===== src/rtl/addsub_seq.sv =====
// Chunk-serial adder/subtractor: processes CHUNK bits per cycle through one
// narrow carry chain, with optional signed saturation applied on the final chunk.
module addsub_seq #(
  parameter int WIDTH = 32,
  parameter int CHUNK = 8
) (
  input  logic             clk,
  input  logic             reset,
  input  logic             in_valid,
  output logic             in_ready,
  input  logic [WIDTH-1:0] a,
  input  logic [WIDTH-1:0] b,
  input  logic [1:0]       op,
  output logic             out_valid,
  input  logic             out_ready,
  output logic [WIDTH-1:0] res,
  output logic             carry,
  output logic             overflow,
  output logic             zero,
  output logic             negative
);

  // state | meaning
  // IDLE  | waiting for an operand set, in_ready high
  // RUN   | adding one chunk per cycle, least significant chunk first
  // DONE  | result and flags held until the consumer takes them
  typedef enum logic [1:0] {IDLE, RUN, DONE} state_t;

  localparam int N    = WIDTH / CHUNK;
  localparam int IDXW = (N > 1) ? $clog2(N) : 1;

  generate
    if (CHUNK < 1 || CHUNK > WIDTH || (WIDTH % CHUNK) != 0) begin : g_bad_chunk
      $error("addsub_seq: CHUNK must divide WIDTH and not exceed it");
    end
  endgenerate

  state_t           state;
  logic [WIDTH-1:0] a_q;
  logic [WIDTH-1:0] b_q;
  logic [WIDTH-1:0] work_q;
  logic             sat_q;
  logic             carry_q;
  logic [IDXW-1:0]  idx;

  logic [CHUNK-1:0] a_ch;
  logic [CHUNK-1:0] b_ch;
  logic [CHUNK-1:0] s_ch;
  logic             c_out;
  logic             c_into_msb;
  logic             ovf_nxt;
  logic             last;
  logic [WIDTH-1:0] work_nxt;
  logic [WIDTH-1:0] sat_val;
  logic [WIDTH-1:0] res_nxt;

  always_comb begin
    a_ch     = a_q[int'(idx)*CHUNK +: CHUNK];
    b_ch     = b_q[int'(idx)*CHUNK +: CHUNK];
    {c_out, s_ch} = {1'b0, a_ch} + {1'b0, b_ch} + {{CHUNK{1'b0}}, carry_q};
    work_nxt = work_q;
    work_nxt[int'(idx)*CHUNK +: CHUNK] = s_ch;
    // Only meaningful on the last chunk, where c_out is the carry out of the MSB.
    c_into_msb = a_q[WIDTH-1] ^ b_q[WIDTH-1] ^ work_nxt[WIDTH-1];
    ovf_nxt    = c_into_msb ^ c_out;
    sat_val    = a_q[WIDTH-1] ? {1'b1, {(WIDTH-1){1'b0}}} : {1'b0, {(WIDTH-1){1'b1}}};
    res_nxt    = (sat_q && ovf_nxt) ? sat_val : work_nxt;
    last       = (idx == IDXW'(N-1));
  end

  assign in_ready  = (state == IDLE) && !reset;
  assign out_valid = (state == DONE);

  always_ff @(posedge clk or posedge reset) begin
    if (reset) begin
      state    <= IDLE;
      a_q      <= '0;
      b_q      <= '0;
      work_q   <= '0;
      sat_q    <= 1'b0;
      carry_q  <= 1'b0;
      idx      <= '0;
      res      <= '0;
      carry    <= 1'b0;
      overflow <= 1'b0;
      zero     <= 1'b0;
      negative <= 1'b0;
    end else begin
      case (state)
        IDLE: begin
          if (in_valid) begin
            a_q     <= a;
            b_q     <= b ^ {WIDTH{op[0]}};
            sat_q   <= op[1];
            carry_q <= op[0];
            idx     <= '0;
            state   <= RUN;
          end
        end
        RUN: begin
          work_q  <= work_nxt;
          carry_q <= c_out;
          idx     <= idx + IDXW'(1);
          if (last) begin
            res      <= res_nxt;
            carry    <= c_out;
            overflow <= ovf_nxt;
            zero     <= (res_nxt == '0);
            negative <= res_nxt[WIDTH-1];
            state    <= DONE;
          end
        end
        DONE: begin
          if (out_ready) state <= IDLE;
        end
        default: state <= IDLE;
      endcase
    end
  end

endmodule


===== config.mk =====
export PLATFORM = sky130hd
export DESIGN_NAME = addsub_seq
export DESIGN_NICKNAME = d
export VERILOG_FILES = /design/src/rtl/addsub_seq.sv
export SDC_FILE = /design/constraint.sdc
export NUM_CORES = 1
export LEC_CHECK = 0
export CELL_PAD_IN_SITES_DETAIL_PLACEMENT = 1
export CELL_PAD_IN_SITES_GLOBAL_PLACEMENT = 1
export CORE_ASPECT_RATIO = 1.75
export CORE_MARGIN = 1
export CORE_UTILIZATION = 40
export CTS_BUF_LIST = sky130_fd_sc_hd__clkbuf_2
export DETAILED_ROUTE_END_ITERATION = 8
export PLACE_DENSITY = 0.87
export SLEW_MARGIN = 5
export SYNTH_ARGS = -nofsm -noshare
export SYNTH_HDL_FRONTEND = slang
export SYNTH_SLANG_ARGS = --single-unit
export TNS_END_PERCENT = 1

===== constraint.sdc =====
create_clock -name clk -period 8.9 [get_ports clk]
set_clock_uncertainty 0.1 [all_clocks]
set_input_delay 1.78 -clock clk [delete_from_list [all_inputs] [get_ports clk]]
set_output_delay 1.78 -clock clk [all_outputs]
set_load 0.005 [all_outputs]

==> reports/qor.yml, run 1 <==
yosys:
  avgSynthCellArea_sq_um: 11.4
  synth_edf_count: 0
  netlist_area_sq_um: 7020
  yosys-top-cells-area: "dfrtp_1 (49%), o311ai_2 (7.0%), mux2_2 (5.5%)"
  ys_warn_count: 0
  ys_async_sr_fraction: 1.00
  synth.distinct_cells: 57
  synthFlopType: "dfrtp_1"
  synth_top_area_frac: 0.489
  yosysMostFrequentCell: "dfrtp_1"
  yosys.area.top_type: "dfrtp_1"
  netlist_top_cells_count: "dfrtp_1 (137), nand2_1 (73), nor2_1 (42)"
  yosysSeqAreaShare: 0.489
  syn_nets: 701
  synth-seq-cells: 137
  synthCells: 616
clock_tree:
  clk_pin_slew_ns: 0.18
  clockBufferDepth: 2
  clock_sink_count: 137
  ctsHtreeMaxLevel: 4
  cts_resized: 0
  clock_latency_ns: 0.71
  cts_tree: "done"
  cts_setup_buffers: 0
  cts_hold_buf: 0
  cts_root_buf: "clkbuf_2"
  cts-buffers-inserted: 17
sta:
  fmax_mhz: 208
  rsz0062_at_grt: "no"
  drv_slew: 0
  tns_ns: 0
  hold_viol: 0
  finalSetupViolations: 0
  fin_crit_ns: 4.80
  max_slew.worst_pin.slew_ns: 1.27
  fin_crit_sh: 0.539
  max-slew-margin-rel: 0.147
drt:
  first_iter_violations: 264
  drtAntennaViolNets: 0
  wl_microns: 18700
  wl_per_cell_microns: 19.7
  dr.pass1.iters: 5
  vias: 5232
  viasPerCell: 5.52
  drc: 0
global_route:
  grt_max_degree: 103
  grt.total_usage: 0.223
  grt_pass1_wl_microns: 30300
  first_global_vias: 5864
  antenna_found_initial: 1
  overflow: 0
floorplan:
  die_x_microns: 102
  fp.dieArea_sq_um: 18100
  io_pins: 108
  num_rows: 63
  initial_core_util: 0.412
  coreArea_sq_um: 17000
  die_h_microns: 177
placement:
  portBuffers: 107
  place.gp.congestion: 0.844
  dp_hpwl_microns: 13900
status:
  status: "finished, final reports clean"
power:
  powerDensity_nw_per_um2: 447
  p_leak_nw: 3.37
  ir_drop_v: 0.000210
  p_total_mw: 3.80
finish:
  fin_nets: 792
  area_growth_pct: 20.9
  drive_gt1_frac: 0.185
flow_run:
  cap_viol_max_count: 0
critical_path:
  cp.required_ns: 7.02
  critical_path_class: "input port to primary output"
  rr_worst_depth: 14
  start_kind: "input port"
  path_max_fanout: 2
  end_kind: "primary output"
  r2r_slack_ns: 4.13
  cp.arrival_ns: 2.92
  timing.rr.start: "idx[0]"
  r2r-end: "res[25]"
hold_path:
  worst_hold_path_type: "register to register"
  min_to: "work_q[4]"
  min_from: "work_q[4]"
  min_path_cells: 2
[sequential cells by signal, summed over array words and instances (netlist names)]
name	count
zero	1
res	32
overflow	1
carry	1
b_q	32
work_q	32
a_q	32
sat_q	1
carry_q	1
state	2
idx	2
[through the flow]
stage | cells | hold WS [ns] | cell area (sq um) | util | setup slack [ns]
floorplan | 616 | 0.342 | 7020 | - | 3.35
global placement | 915 | 0.360 | 8240 | 0.484 | 4.10
detailed placement | 915 | 0.371 | 8240 | 0.484 | 4.10
CTS | 946 | 0.410 | 8480 | 0.498 | 4.09
global route | 947 | 0.447 | 8480 | 0.498 | 3.89
finish | 947 | 0.414 | 8480 | 0.498 | 4.10
[power by group]
part           internal (mW)  total (mW)  switching [mW]
Clock                  0.152       0.383           0.232
Combinational          0.922        2.34            1.41
Sequential             0.884        1.08           0.192
[kinds of logic (layout without fill, tap and decap cells)]
family | count (synthesis) | count (layout) | share of synthesized area
muxes | 50 | 50 | 0.106
and+or+nand+nor | 154 | 154 | 0.0970
buffers and inverters | 58 | 161 | 0.0367
xor gates and xnor gates | 38 | 38 | 0.0496
adders and majority gates | 15 | 15 | 0.0289
other | 0 | 1 | 0
AOI/OAI and AO/OA | 164 | 164 | 0.193
DFF | 137 | 137 | 0.489
[critical path: stages]
cell and delay, ns:
clkdlybuf4s50_1 0.47, nor3_1 0.15, clkdlybuf4s50_1 0.52
[cell usage in the layout (no fill, tap or decap), drive strengths merged, types with 3 or more instances in the layout]
cell type | Yosys | final
dfrtp | 137 | 137
clkdlybuf4s50 | 0 | 106
nand2 | 73 | 73
nor2 | 43 | 43
o21ai | 42 | 42
a21oi | 41 | 41
xnor2 | 35 | 35
mux2 | 34 | 34
o311ai | 31 | 31
a22oi | 29 | 29
clkbuf | 27 | 17
mux4 | 16 | 16
inv | 15 | 15
ha | 13 | 13
clkinv | 1 | 9
nor3 | 8 | 8
buf | 15 | 8
o31ai | 5 | 5
nand2b | 4 | 4
nor2b | 4 | 4
or2 | 4 | 4
or3 | 3 | 3
nand3 | 3 | 3
or4 | 3 | 3
clkinvlp | 0 | 3
bufinv | 0 | 3
[layout make-up]
type	count	area (sq um)
antenna	1	2.50
clock buffer	17	85.1
clock inverter	14	158
fill	1877	8540
inverter	16	62.6
multi-input combinational	421	3350
sequential	137	3430
tap	227	284
timing repair buffer	114	1120
[routing by layer]
layer | global-route usage | up-vias | part of all wire
li1 | - | 2408 | -
met1 | 0.224 | 2637 | 0.34
met2 | 0.422 | 126 | 0.59
met3 | 0.0403 | 61 | 0.027
met4 | 0.118 | 0 | 0.046
met5 | 0 | - | 0
[worst max-delay path by stage]
| stage | slack [ns] | start | cells after the start | to |
|---|---|---|---|---|
| 2_1_floorplan | 3.35 | reset | 1 | a_q[0] |
| 3_3_place_gp | 4.10 | reset | 3 | in_ready |
| 3_5_place_dp | 4.10 | reset | 3 | in_ready |
| 4_1_cts | 4.09 | idx[0] | 14 | res[25] |
| 5_1_grt | 3.89 | idx[0] | 14 | res[25] |
| 6_report | 4.10 | reset | 3 | in_ready |
(Power assumes the default switching activity.)
==> run 2, diff against run 1 <==
clock period = 4.6 ns   (was 8.9 ns; I/O delays follow)
==> reports/qor.yml, run 2 (synthesized netlist as in run 1, its figures left out) <==
sta:
  layout_setup_ws_ns: 0.298  # was 4.10 ns
  max_slew.worst_pin.slew_ns: 1.13  # was 1.27 ns
  finalSetupViolations: 0  # unchanged
  max-slew-margin-rel: 0.238  # was 0.147
  fin_crit_sh: 0.935
  drv_slew: 0  # unchanged
  rsz0062_at_grt: "no"  # unchanged
  hold_viol: 0  # unchanged
  tns_ns: 0  # unchanged
  fin_crit_ns: 4.30
  fmax_mhz: 232
clock_tree:
  clockBufferDepth: 2  # unchanged
  cts_hold_buf: 0  # unchanged
  cts_resized: 0  # unchanged
  clk_pin_slew_ns: 0.21  # was 0.18 ns
  clock_latency_ns: 0.73  # was 0.71 ns
  cts_root_buf: "clkbuf_2"  # unchanged
  ctsHtreeMaxLevel: 4  # unchanged
  cts_tree: "done"  # unchanged
  cts_setup_buffers: 0  # unchanged
  cts-buffers-inserted: 17  # unchanged
  clock_sink_count: 137  # unchanged
power:
  p_int_mw: 3.75  # was 1.96 mW
  combPwrFrac: 0.624  # was 0.616
  powerDensity_nw_per_um2: 863  # was 447 nW/um^2
  ir_drop_v: 0.000437  # was 0.000210 V
  pwr-share-seq: 0.284  # about the same
  pwr-share-clk: 0.092  # was 0.101
  p_leak_nw: 3.39  # was 3.37 nW
  p_switching_mw: 3.61  # was 1.84 mW
  netSwitchingFraction: 0.490  # was 0.484
  p_total_mw: 7.36  # was 3.80 mW
placement:
  preCtsSetupSlack_ns: 0.301  # was 4.10 ns
  dp_hpwl_microns: 14400  # was 13900 microns
  place.gp.congestion: 0.861  # was 0.844
  portBuffers: 107  # unchanged
hold_path:
  worst_hold_path_type: "register to register"  # unchanged
  min_from: "res[11]"  # was work_q[4]
flow_run:
  cap_viol_max_count: 0  # unchanged
finish:
  layout_common_cells: "dfrtp_1 (137), clkdlybuf4s50_1 (106), nand2_1 (72), nor2_1 (42)"  # unchanged
  area_growth_pct: 21.5  # was 20.9%
  fin_util: 0.501  # was 0.498
  final_common_cell: "dfrtp_1"  # unchanged
  fin_nets: 798  # was 792
  drive_gt1_frac: 0.194  # was 0.185
global_route:
  grt_max_degree: 138  # was 103
  grt.total_usage: 0.226  # was 0.223
  overflow: 0  # unchanged
  first_global_vias: 5746  # was 5864
  antenna_found_initial: 1  # unchanged
  grt_pass1_wl_microns: 30400  # was 30300 microns
critical_path:
  end_kind: "register"  # was primary output
  path_max_fanout: 25  # was 2
  cp.arrival_ns: 4.78  # was 2.92 ns
  critical_path_class: "register to register"  # was input port to primary output
  start_kind: "register"  # was input port
  cp-startpoint: "idx[1]"  # was reset
  timing.rr.start: "idx[1]"  # was idx[0]
  cp.required_ns: 5.08  # was 7.02 ns
drt:
  wl_per_cell_microns: 20.0  # was 19.7 microns
  dr.pass1.iters: 5  # unchanged
  wl_microns: 19100  # was 18700 microns
  drc: 0  # unchanged
  drtAntennaViolNets: 0  # unchanged
  first_iter_violations: 225  # was 264
  vias: 5310  # was 5232
  viasPerCell: 5.57  # was 5.52
floorplan:
  die_h_microns: 177  # unchanged
  initial_core_util: 0.412  # unchanged
  num_rows: 63  # unchanged
  io_pins: 108  # unchanged
  die_x_microns: 102  # unchanged
  coreArea_sq_um: 17000  # unchanged
  fp.dieArea_sq_um: 18100  # unchanged
status:
  status: "finished, final reports clean"  # unchanged
## run 2: cell count changes in the layout (fill, tap and decap cells not counted)
cell	before	now
buf_4	7	11
inv_6	0	3
buf_12	0	2
bufinv_16	3	1
clkinvlp_4	3	5
clkinv_1	3	2
inv_4	1	0
## run 2: power groups by stage
stage	combinational, mW	sequential [mW]	clock (mW)
floorplan	3.15	1.96	0
global placement	4.33	2.10	0
detailed placement	4.57	2.13	0
CTS	4.59	2.10	0.695
global route	4.96	2.15	0.733
finish	4.59	2.09	0.675
## run 2: worst max-delay path, stage by stage, from the launching register on
cell and delay (ns):
dfrtp_1 0.72, mux4_2 0.39, inv_1 0.09, fa_1 0.19
inv_1 0.06, fa_1 0.41, a211oi_2 0.34, nor2_2 0.11
o31ai_4 0.31, xor3_1 0.29, or3_1 0.40, a21oi_4 0.37
buf_12 0.26, o311ai_2 0.11
## run 2: final cells by class
type,instances,area (sq um)
well taps,227,284
flip-flops and latches,137,3430
fillers,1876,8500
clock inverters,15,128
clock buffers,17,85.1
diodes,1,2.50
repair buffers,120,1190
multi-input cells,421,3350
inverters,16,63.8
## run 2: routing by layer
| layer | track usage | vias to the layer above | wire length (microns) |
|---|---|---|---|
| met5 | 0 | - | 0 |
| met4 | 0.165 | 0 | 1240 |
| met3 | 0.0359 | 60 | 546 |
| met2 | 0.406 | 150 | 10800 |
| met1 | 0.231 | 2669 | 6500 |
| li1 | - | 2431 | - |
## run 2: stage by stage
step                std cells  hold WS (ns)  instance area [sq um]
finish                    954         0.423                   8530
global route              954         0.441                   8530
CTS                       953         0.424                   8520
detailed placement        921         0.382                   8310
global placement          921         0.357                   8310
floorplan                 616         0.342                   7020
## run 2: path summary, 6_finish.rpt
check / cells past startpoint / to / slack [ns]
min in group asynchronous: 3 / carry_q / 0.68
worst max-delay path: 13 / res[0] / 0.30
max in group asynchronous: 3 / res[27] / 3.20
worst max register to register: 13 / res[0] / 0.30
worst min-delay path: 2 / res[11] / 0.42
worst min register to register: 2 / res[11] / 0.42
